### src/rtl/mac_accumulator_if.sv
// Beat-in / result-out handshake bundle for mac_accumulator.
// Upstream and downstream logic use the master modport. The accumulator uses the slave modport.
interface mac_accumulator_if #(
   parameter int PROD_W = 16,
   parameter int ACC_W  = 24
);
   logic                     in_valid;
   logic                     in_ready;
   logic signed [PROD_W-1:0] product;
   logic                     in_last;
   logic                     out_valid;
   logic                     out_ready;
   logic signed [ACC_W-1:0]  acc_out;
   logic [7:0]               out_count;
   logic                     out_overflow;

   modport master (
      output in_valid, product, in_last, out_ready,
      input  in_ready, out_valid, acc_out, out_count, out_overflow
   );

   modport slave (
      input  in_valid, product, in_last, out_ready,
      output in_ready, out_valid, acc_out, out_count, out_overflow
   );
endinterface

### src/rtl/mac_accumulator.sv
// Saturating multiply-accumulate back end. It sums a burst of signed products and
// publishes the total, the beat count and a sticky overflow flag in an output register.
module mac_accumulator #(
   parameter int PROD_W = 16,
   parameter int ACC_W  = 24
) (
   input  logic               clk,
   input  logic               rst_n,
   input  logic               clear,
   mac_accumulator_if.slave   bus
);

   typedef enum logic {IDLE, RUN} state_t;

   state_t                  state_q, state_d;
   logic signed [ACC_W-1:0] acc_q, acc_d;
   logic [7:0]              count_q, count_d;
   logic                    ovf_q, ovf_d;
   logic                    out_valid_q, out_valid_d;
   logic signed [ACC_W-1:0] out_acc_q, out_acc_d;
   logic [7:0]              out_count_q, out_count_d;
   logic                    out_ovf_q, out_ovf_d;

   logic                    in_ready;
   logic                    accept;
   logic                    burst_end;
   logic signed [ACC_W-1:0] acc_base;
   logic signed [ACC_W:0]   sum;
   logic signed [ACC_W-1:0] sum_sat;
   logic                    sum_ovf;
   logic [7:0]              count_inc;

   // The sum carries one guard bit, so disagreeing top bits mean the ACC_W range was exceeded.
   function automatic logic signed [ACC_W-1:0] sat_acc(input logic signed [ACC_W:0] s);
      if (s[ACC_W] != s[ACC_W-1])
         sat_acc = s[ACC_W] ? {1'b1, {(ACC_W-1){1'b0}}} : {1'b0, {(ACC_W-1){1'b1}}};
      else
         sat_acc = s[ACC_W-1:0];
   endfunction

   function automatic logic acc_overflowed(input logic signed [ACC_W:0] s);
      acc_overflowed = (s[ACC_W] != s[ACC_W-1]);
   endfunction

   assign in_ready  = rst_n && !clear && (!out_valid_q || bus.out_ready);
   assign accept    = bus.in_valid && in_ready;
   assign acc_base  = (state_q == RUN) ? acc_q : '0;
   assign sum       = {acc_base[ACC_W-1], acc_base}
                    + {{(ACC_W+1-PROD_W){bus.product[PROD_W-1]}}, bus.product};
   assign sum_sat   = sat_acc(sum);
   assign sum_ovf   = acc_overflowed(sum);
   assign count_inc = count_q + 8'd1;
   // The 255th beat closes the burst even without in_last, so the count never wraps.
   assign burst_end = accept && (bus.in_last || (count_inc == 8'd255));

   always_comb begin
      state_d     = state_q;
      acc_d       = acc_q;
      count_d     = count_q;
      ovf_d       = ovf_q;
      out_valid_d = out_valid_q && !bus.out_ready;
      out_acc_d   = out_acc_q;
      out_count_d = out_count_q;
      out_ovf_d   = out_ovf_q;

      if (clear) begin
         state_d = IDLE;
         acc_d   = '0;
         count_d = '0;
         ovf_d   = 1'b0;
      end else if (accept) begin
         if (burst_end) begin
            out_valid_d = 1'b1;
            out_acc_d   = sum_sat;
            out_count_d = count_inc;
            out_ovf_d   = ovf_q | sum_ovf;
            state_d     = IDLE;
            acc_d       = '0;
            count_d     = '0;
            ovf_d       = 1'b0;
         end else begin
            state_d = RUN;
            acc_d   = sum_sat;
            count_d = count_inc;
            ovf_d   = ovf_q | sum_ovf;
         end
      end
   end

   always_ff @(posedge clk or negedge rst_n) begin
      if (!rst_n) begin
         state_q     <= IDLE;
         acc_q       <= '0;
         count_q     <= '0;
         ovf_q       <= 1'b0;
         out_valid_q <= 1'b0;
         out_acc_q   <= '0;
         out_count_q <= '0;
         out_ovf_q   <= 1'b0;
      end else begin
         state_q     <= state_d;
         acc_q       <= acc_d;
         count_q     <= count_d;
         ovf_q       <= ovf_d;
         out_valid_q <= out_valid_d;
         out_acc_q   <= out_acc_d;
         out_count_q <= out_count_d;
         out_ovf_q   <= out_ovf_d;
      end
   end

   assign bus.in_ready     = in_ready;
   assign bus.out_valid    = out_valid_q;
   assign bus.acc_out      = out_acc_q;
   assign bus.out_count    = out_count_q;
   assign bus.out_overflow = out_ovf_q;

endmodule

### src/flat_wrapper.sv
// flat-port wrapper written by rule: the top's interface ports become plain ports
module mac_accumulator_flat 
#(
   parameter int PROD_W = 16,
   parameter int ACC_W  = 24
)
  (clk, rst_n, clear, bus_in_valid, bus_product, bus_in_last, bus_out_ready, bus_in_ready, bus_out_valid, bus_acc_out, bus_out_count, bus_out_overflow);
  mac_accumulator_if #(.PROD_W(PROD_W), .ACC_W(ACC_W)) bus_i ();
  input  logic clk;
  input  logic rst_n;
  input  logic clear;
  input wire logic [$bits(bus_i.in_valid)-1:0] bus_in_valid;
  input wire logic [$bits(bus_i.product)-1:0] bus_product;
  input wire logic [$bits(bus_i.in_last)-1:0] bus_in_last;
  input wire logic [$bits(bus_i.out_ready)-1:0] bus_out_ready;
  output wire logic [$bits(bus_i.in_ready)-1:0] bus_in_ready;
  output wire logic [$bits(bus_i.out_valid)-1:0] bus_out_valid;
  output wire logic [$bits(bus_i.acc_out)-1:0] bus_acc_out;
  output wire logic [$bits(bus_i.out_count)-1:0] bus_out_count;
  output wire logic [$bits(bus_i.out_overflow)-1:0] bus_out_overflow;
  assign bus_i.in_valid = bus_in_valid;
  assign bus_i.product = bus_product;
  assign bus_i.in_last = bus_in_last;
  assign bus_i.out_ready = bus_out_ready;
  assign bus_in_ready = bus_i.in_ready;
  assign bus_out_valid = bus_i.out_valid;
  assign bus_acc_out = bus_i.acc_out;
  assign bus_out_count = bus_i.out_count;
  assign bus_out_overflow = bus_i.out_overflow;
  mac_accumulator #(.PROD_W(PROD_W), .ACC_W(ACC_W)) u_core (.clk(clk), .rst_n(rst_n), .clear(clear), .bus(bus_i));
endmodule
### config.mk
export PLATFORM = sky130hd
export DESIGN_NAME = mac_accumulator_flat
export DESIGN_NICKNAME = d
export VERILOG_FILES = /design/src/rtl/mac_accumulator_if.sv /design/src/rtl/mac_accumulator.sv /design/src/flat_wrapper.sv
export SDC_FILE = /design/constraint.sdc
export NUM_CORES = 1
export LEC_CHECK = 0
export ABC_CLOCK_PERIOD_IN_PS = 3700
export CAP_MARGIN = 30
export CORE_MARGIN = 1
export CORE_UTILIZATION = 58
export CTS_BUF_LIST = sky130_fd_sc_hd__clkbuf_8
export DETAILED_ROUTE_END_ITERATION = 16
export PLACE_DENSITY = 0.88
export SETUP_SLACK_MARGIN = 0.02
export SLEW_MARGIN = 20
export SYNTH_ARGS = -nofsm -noshare
export SYNTH_HDL_FRONTEND = slang
export SYNTH_SLANG_ARGS = --single-unit
### constraint.sdc
create_clock -name clk -period 3.7 [get_ports clk]
set_input_delay 0.555 -clock clk [delete_from_list [all_inputs] [get_ports clk]]
set_output_delay 0.555 -clock clk [all_outputs]
set_load 0.05 [all_outputs]
==> qor.yml <==
run_status:
  status: "finished clean"
floorplan:
  initial_utilization: 0.605
  coreArea_um2: 7290
  dieHeight_um: 89.2
  top_level_ports: 57
  rows: 31
  die_w_um: 89.2
  dieArea_um2: 7960
drt:
  wl_per_cell_um: 18.0
  drt_pre_antenna_iters: 5
  vias: 3939
  wirelength_um: 11700
  drcViolationCount: 0
  drt_iter0_drc: 226
  ant_nets: 0
  viasPerCell: 6.06
timing:
  fin_crit_sh: 0.904
  setup_violations: 0
  rsz0062_at_grt: "no"
  slew_violations: 0
  hold_ws_ns: 0.425
  fin_skew_ns: 0.0132
  setup_tns_ns: 0
  max_slew_margin: 0.453
  finalHoldViolCount: 0
  max_freq_mhz: 299
  tightest_slew_ns: 0.821
  finalCriticalPeriod_ns: 3.35
critical_path:
  cp-end-kind: "flop"
  cp_slowest_cell: "clkdlybuf4s50_1"
  worstSetupPathType: "primary input to flop"
  required_ns: 3.93
  crit_arrival_ns: 3.58
  cpLargestDelayFamily: "simple AND/OR/NAND/NOR gates"
  worstSetupStartpointType: "primary input"
  crit_fanout: 8
  cpMostUsedCell: "nor2_1"
  path_cells: "clkdlybuf4s50_1 -> ha_1 -> nand4_1 -> nor2_1 -> nand3_1 -> a211oi_2 -> o31ai_4 -> buf_4 -> nor2_2 -> nor2_1 -> o21ai_0"
  path_buf_inv: 2
  max_stage_delay_ns: 0.55
logic_synthesis:
  synthFlopType: "dfrtp_1"
  yosysSeqAreaShare: 0.385
  avgSynthCellArea_um2: 9.10
  synth_mux_area_frac: 0.00765
  synth_area_um2: 4410
  synthXorXnorAreaFrac: 0.0496
  synth_cells: 485
  synthAdderAreaFrac: 0.0850
  synth_top_family_by_area: "compound AO/OA/AOI/OAI gates"
  synth_warnings: 0
  syn-num-nets: 534
  synth-edff-count: 0
  synth_cell_types: 58
  ys_ff_latch: 68
  async_reset_ff_frac: 1.00
  synth-compound-area-share: 0.234
  yosys.area_share.simple: 0.203
finish:
  fin_util: 0.728
  antenna_cells: 0
  drive_above_1_share: 0.109
  syn_to_final_growth_pct: 20.3
  nFillCells: 588
  layout.nets: 595
  final_area_um2: 5310
grt:
  grt_max_degree: 69
  grt_pass1_vias: 3775
  track_usage: 0.312
  grt_pass1_wl_um: 18600
  gr-total-overflow: 0
  grt_antenna_before_repair: 0
clock_tree:
  cts.sinks: 68
  post_cts.repair.setup_buffers: 0
  hold_buffers: 0
  cts_root_buffer: "clkbuf_8"
  cts_resized: 0
  cts_tree: "done"
  htreeDepth: 3
  clk_latency_ns: 0.35
  cts.clk_slew.worst_paths_ns: 0.09
  clock_path_buffers: 2
  numCtsBuffers: 9
placed_design:
  gp_congestion: 0.984
  port_buffers: 56
  placedInstanceArea_um2: 5110
  dp.final_hpwl_um: 8720
power_and_ir_drop:
  power_density_nw_per_um2: 409
  total_leakage_power_nw: 2.40
  irDropWorstVdd_v: 0.000231
min_path:
  hold_path.class: "primary input to async pin"
run:
  maxCapViolations: 0
where the power goes:
group / switching (W) / leakage [nW] / total [W] / internal, W
clock network: 0.000309 / 0.0918 / 0.000623 / 0.000313
logic: 0.000442 / 1.41 / 0.000678 / 0.000236
registers: 0.0000474 / 0.899 / 0.000871 / 0.000824
total: 0.000799 / 2.40 / 0.00217 / 0.00137
layout make-up:
| type | instances | area [µm²] | area share |
|---|---|---|---|
| inverters | 10 | 37.5 | 0.00707 |
| well taps | 99 | 124 | 0.0233 |
| repair buffers | 72 | 688 | 0.130 |
| clock buffers | 9 | 124 | 0.0233 |
| multi-input cells | 385 | 2560 | 0.482 |
| flip-flops and latches | 68 | 1700 | 0.321 |
| clock inverters | 7 | 75.1 | 0.0141 |
worst paths after layout:
kind | from | end | slack, ns | cells past startpoint
worst max-delay path | bus_product[15] | u_core.bus.acc_out[1] | 0.35 | 11
worst min-delay path | rst_n | u_core.acc_q[1] | 0.43 | 2
worst max register to register | u_core.state_q | u_core.bus.acc_out[1] | 0.39 | 12
min in group clk | u_core.bus.acc_out[23] | u_core.bus.acc_out[23] | 0.48 | 2
max in group asynchronous | rst_n | u_core.bus.acc_out[19] | 2.73 | 2
worst min register to register | u_core.bus.acc_out[23] | u_core.bus.acc_out[23] | 0.48 | 2
synthesized netlist by cell type, types with 2 or more instances:
master | number | area (µm²)
nand2_1 | 73 | 274
dfrtp_1 | 68 | 1700
o21ai_0 | 34 | 170
and2_1 | 29 | 181
nor2_1 | 28 | 105
a21oi_1 | 27 | 135
ha_1 | 26 | 325
a22o_1 | 18 | 158
xor2_1 | 16 | 140
nand3_1 | 14 | 70.1
clkbuf_1 | 12 | 45.0
a21o_1 | 10 | 75.1
inv_1 | 10 | 37.5
xnor2_1 | 9 | 78.8
buf_2 | 6 | 30.0
nand2b_1 | 6 | 37.5
o211ai_1 | 6 | 45.0
o31ai_1 | 6 | 45.0
a211oi_1 | 5 | 37.5
nand4_1 | 5 | 31.3
a221o_1 | 4 | 40.0
and3_1 | 4 | 25.0
nor2_2 | 4 | 25.0
o21ai_2 | 4 | 35.0
o221ai_1 | 4 | 35.0
a211oi_2 | 3 | 37.5
a31oi_1 | 3 | 18.8
maj3_1 | 3 | 30.0
mux2_2 | 3 | 33.8
nor3_1 | 3 | 15.0
o2111ai_1 | 3 | 26.3
o211ai_2 | 3 | 37.5
o21ai_1 | 3 | 15.0
or3_1 | 3 | 18.8
buf_6 | 2 | 22.5
nand4b_1 | 2 | 17.5
nor2b_1 | 2 | 12.5
o211a_1 | 2 | 20.0
o22a_1 | 2 | 17.5
or2_2 | 2 | 12.5
cell families after synthesis:
kind of cell	after synthesis
AND/OR/NAND/NOR	182
AO/OA/AOI/OAI	145
flip-flops	68
buffers and inverters	32
adder cells (fa/ha/maj)	30
XOR/XNOR	25
multiplexers	3
worst register-to-register path, stage by stage, from the launching register on:
cell and delay, ns:
dfrtp_1 0.39, buf_4 0.22, and2_1 0.22, ha_1 0.42, o21ai_0 0.14, a21oi_1 0.29, a21oi_1 0.16, a211oi_1 0.30
a211oi_2 0.11, buf_4 0.17, nor2_2 0.33, nor2_1 0.12, o21ai_0 0.32
metrics by stage:
stage	std cells	worst slack [ns]	power, W
detailed placement	634	0.0964	0.00156
CTS	650	0.435	0.00217
floorplan	485	0.679	0.00131
finish	650	0.355	0.00217
global placement	634	0.219	0.00154
global route	650	0.200	0.00225
registers in the layout, summed over array words and instances, names as in the netlist:
register	cells
u_core.bus.out_overflow	1
u_core.bus.out_valid	1
u_core.state_q	1
u_core.bus.out_count	8
u_core.acc_q	24
u_core.ovf_q	1
u_core.bus.acc_out	24
u_core.count_q	8
layout by cell type (no fill, tap or decap), drive strengths merged, types with 4 or more instances in the layout:
cell           instances
o21ai                 41
inv                   11
xnor2                  9
and2                  30
nand3                 15
nand4                  5
a221o                  4
clkbuf                 9
nand2b                 6
a21o                  10
a21oi                 28
dfrtp                 68
a22o                  18
and3                   4
o221ai                 4
nor2                  32
xor2                  16
o31ai                  7
clkdlybuf4s50         55
ha                    26
a211oi                 8
nand2                 73
buf                   17
o211ai                 9
metal layers:
| layer | vias to the layer above | share of wire | global-route usage |
|---|---|---|---|
| li1 | 1878 | - | - |
| met1 | 1914 | 0.43 | 0.392 |
| met2 | 125 | 0.50 | 0.543 |
| met3 | 22 | 0.048 | 0.0536 |
| met4 | 0 | 0.022 | 0.110 |
| met5 | - | 0 | 0 |
No activity file was read; power rests on OpenSTA's default activity.
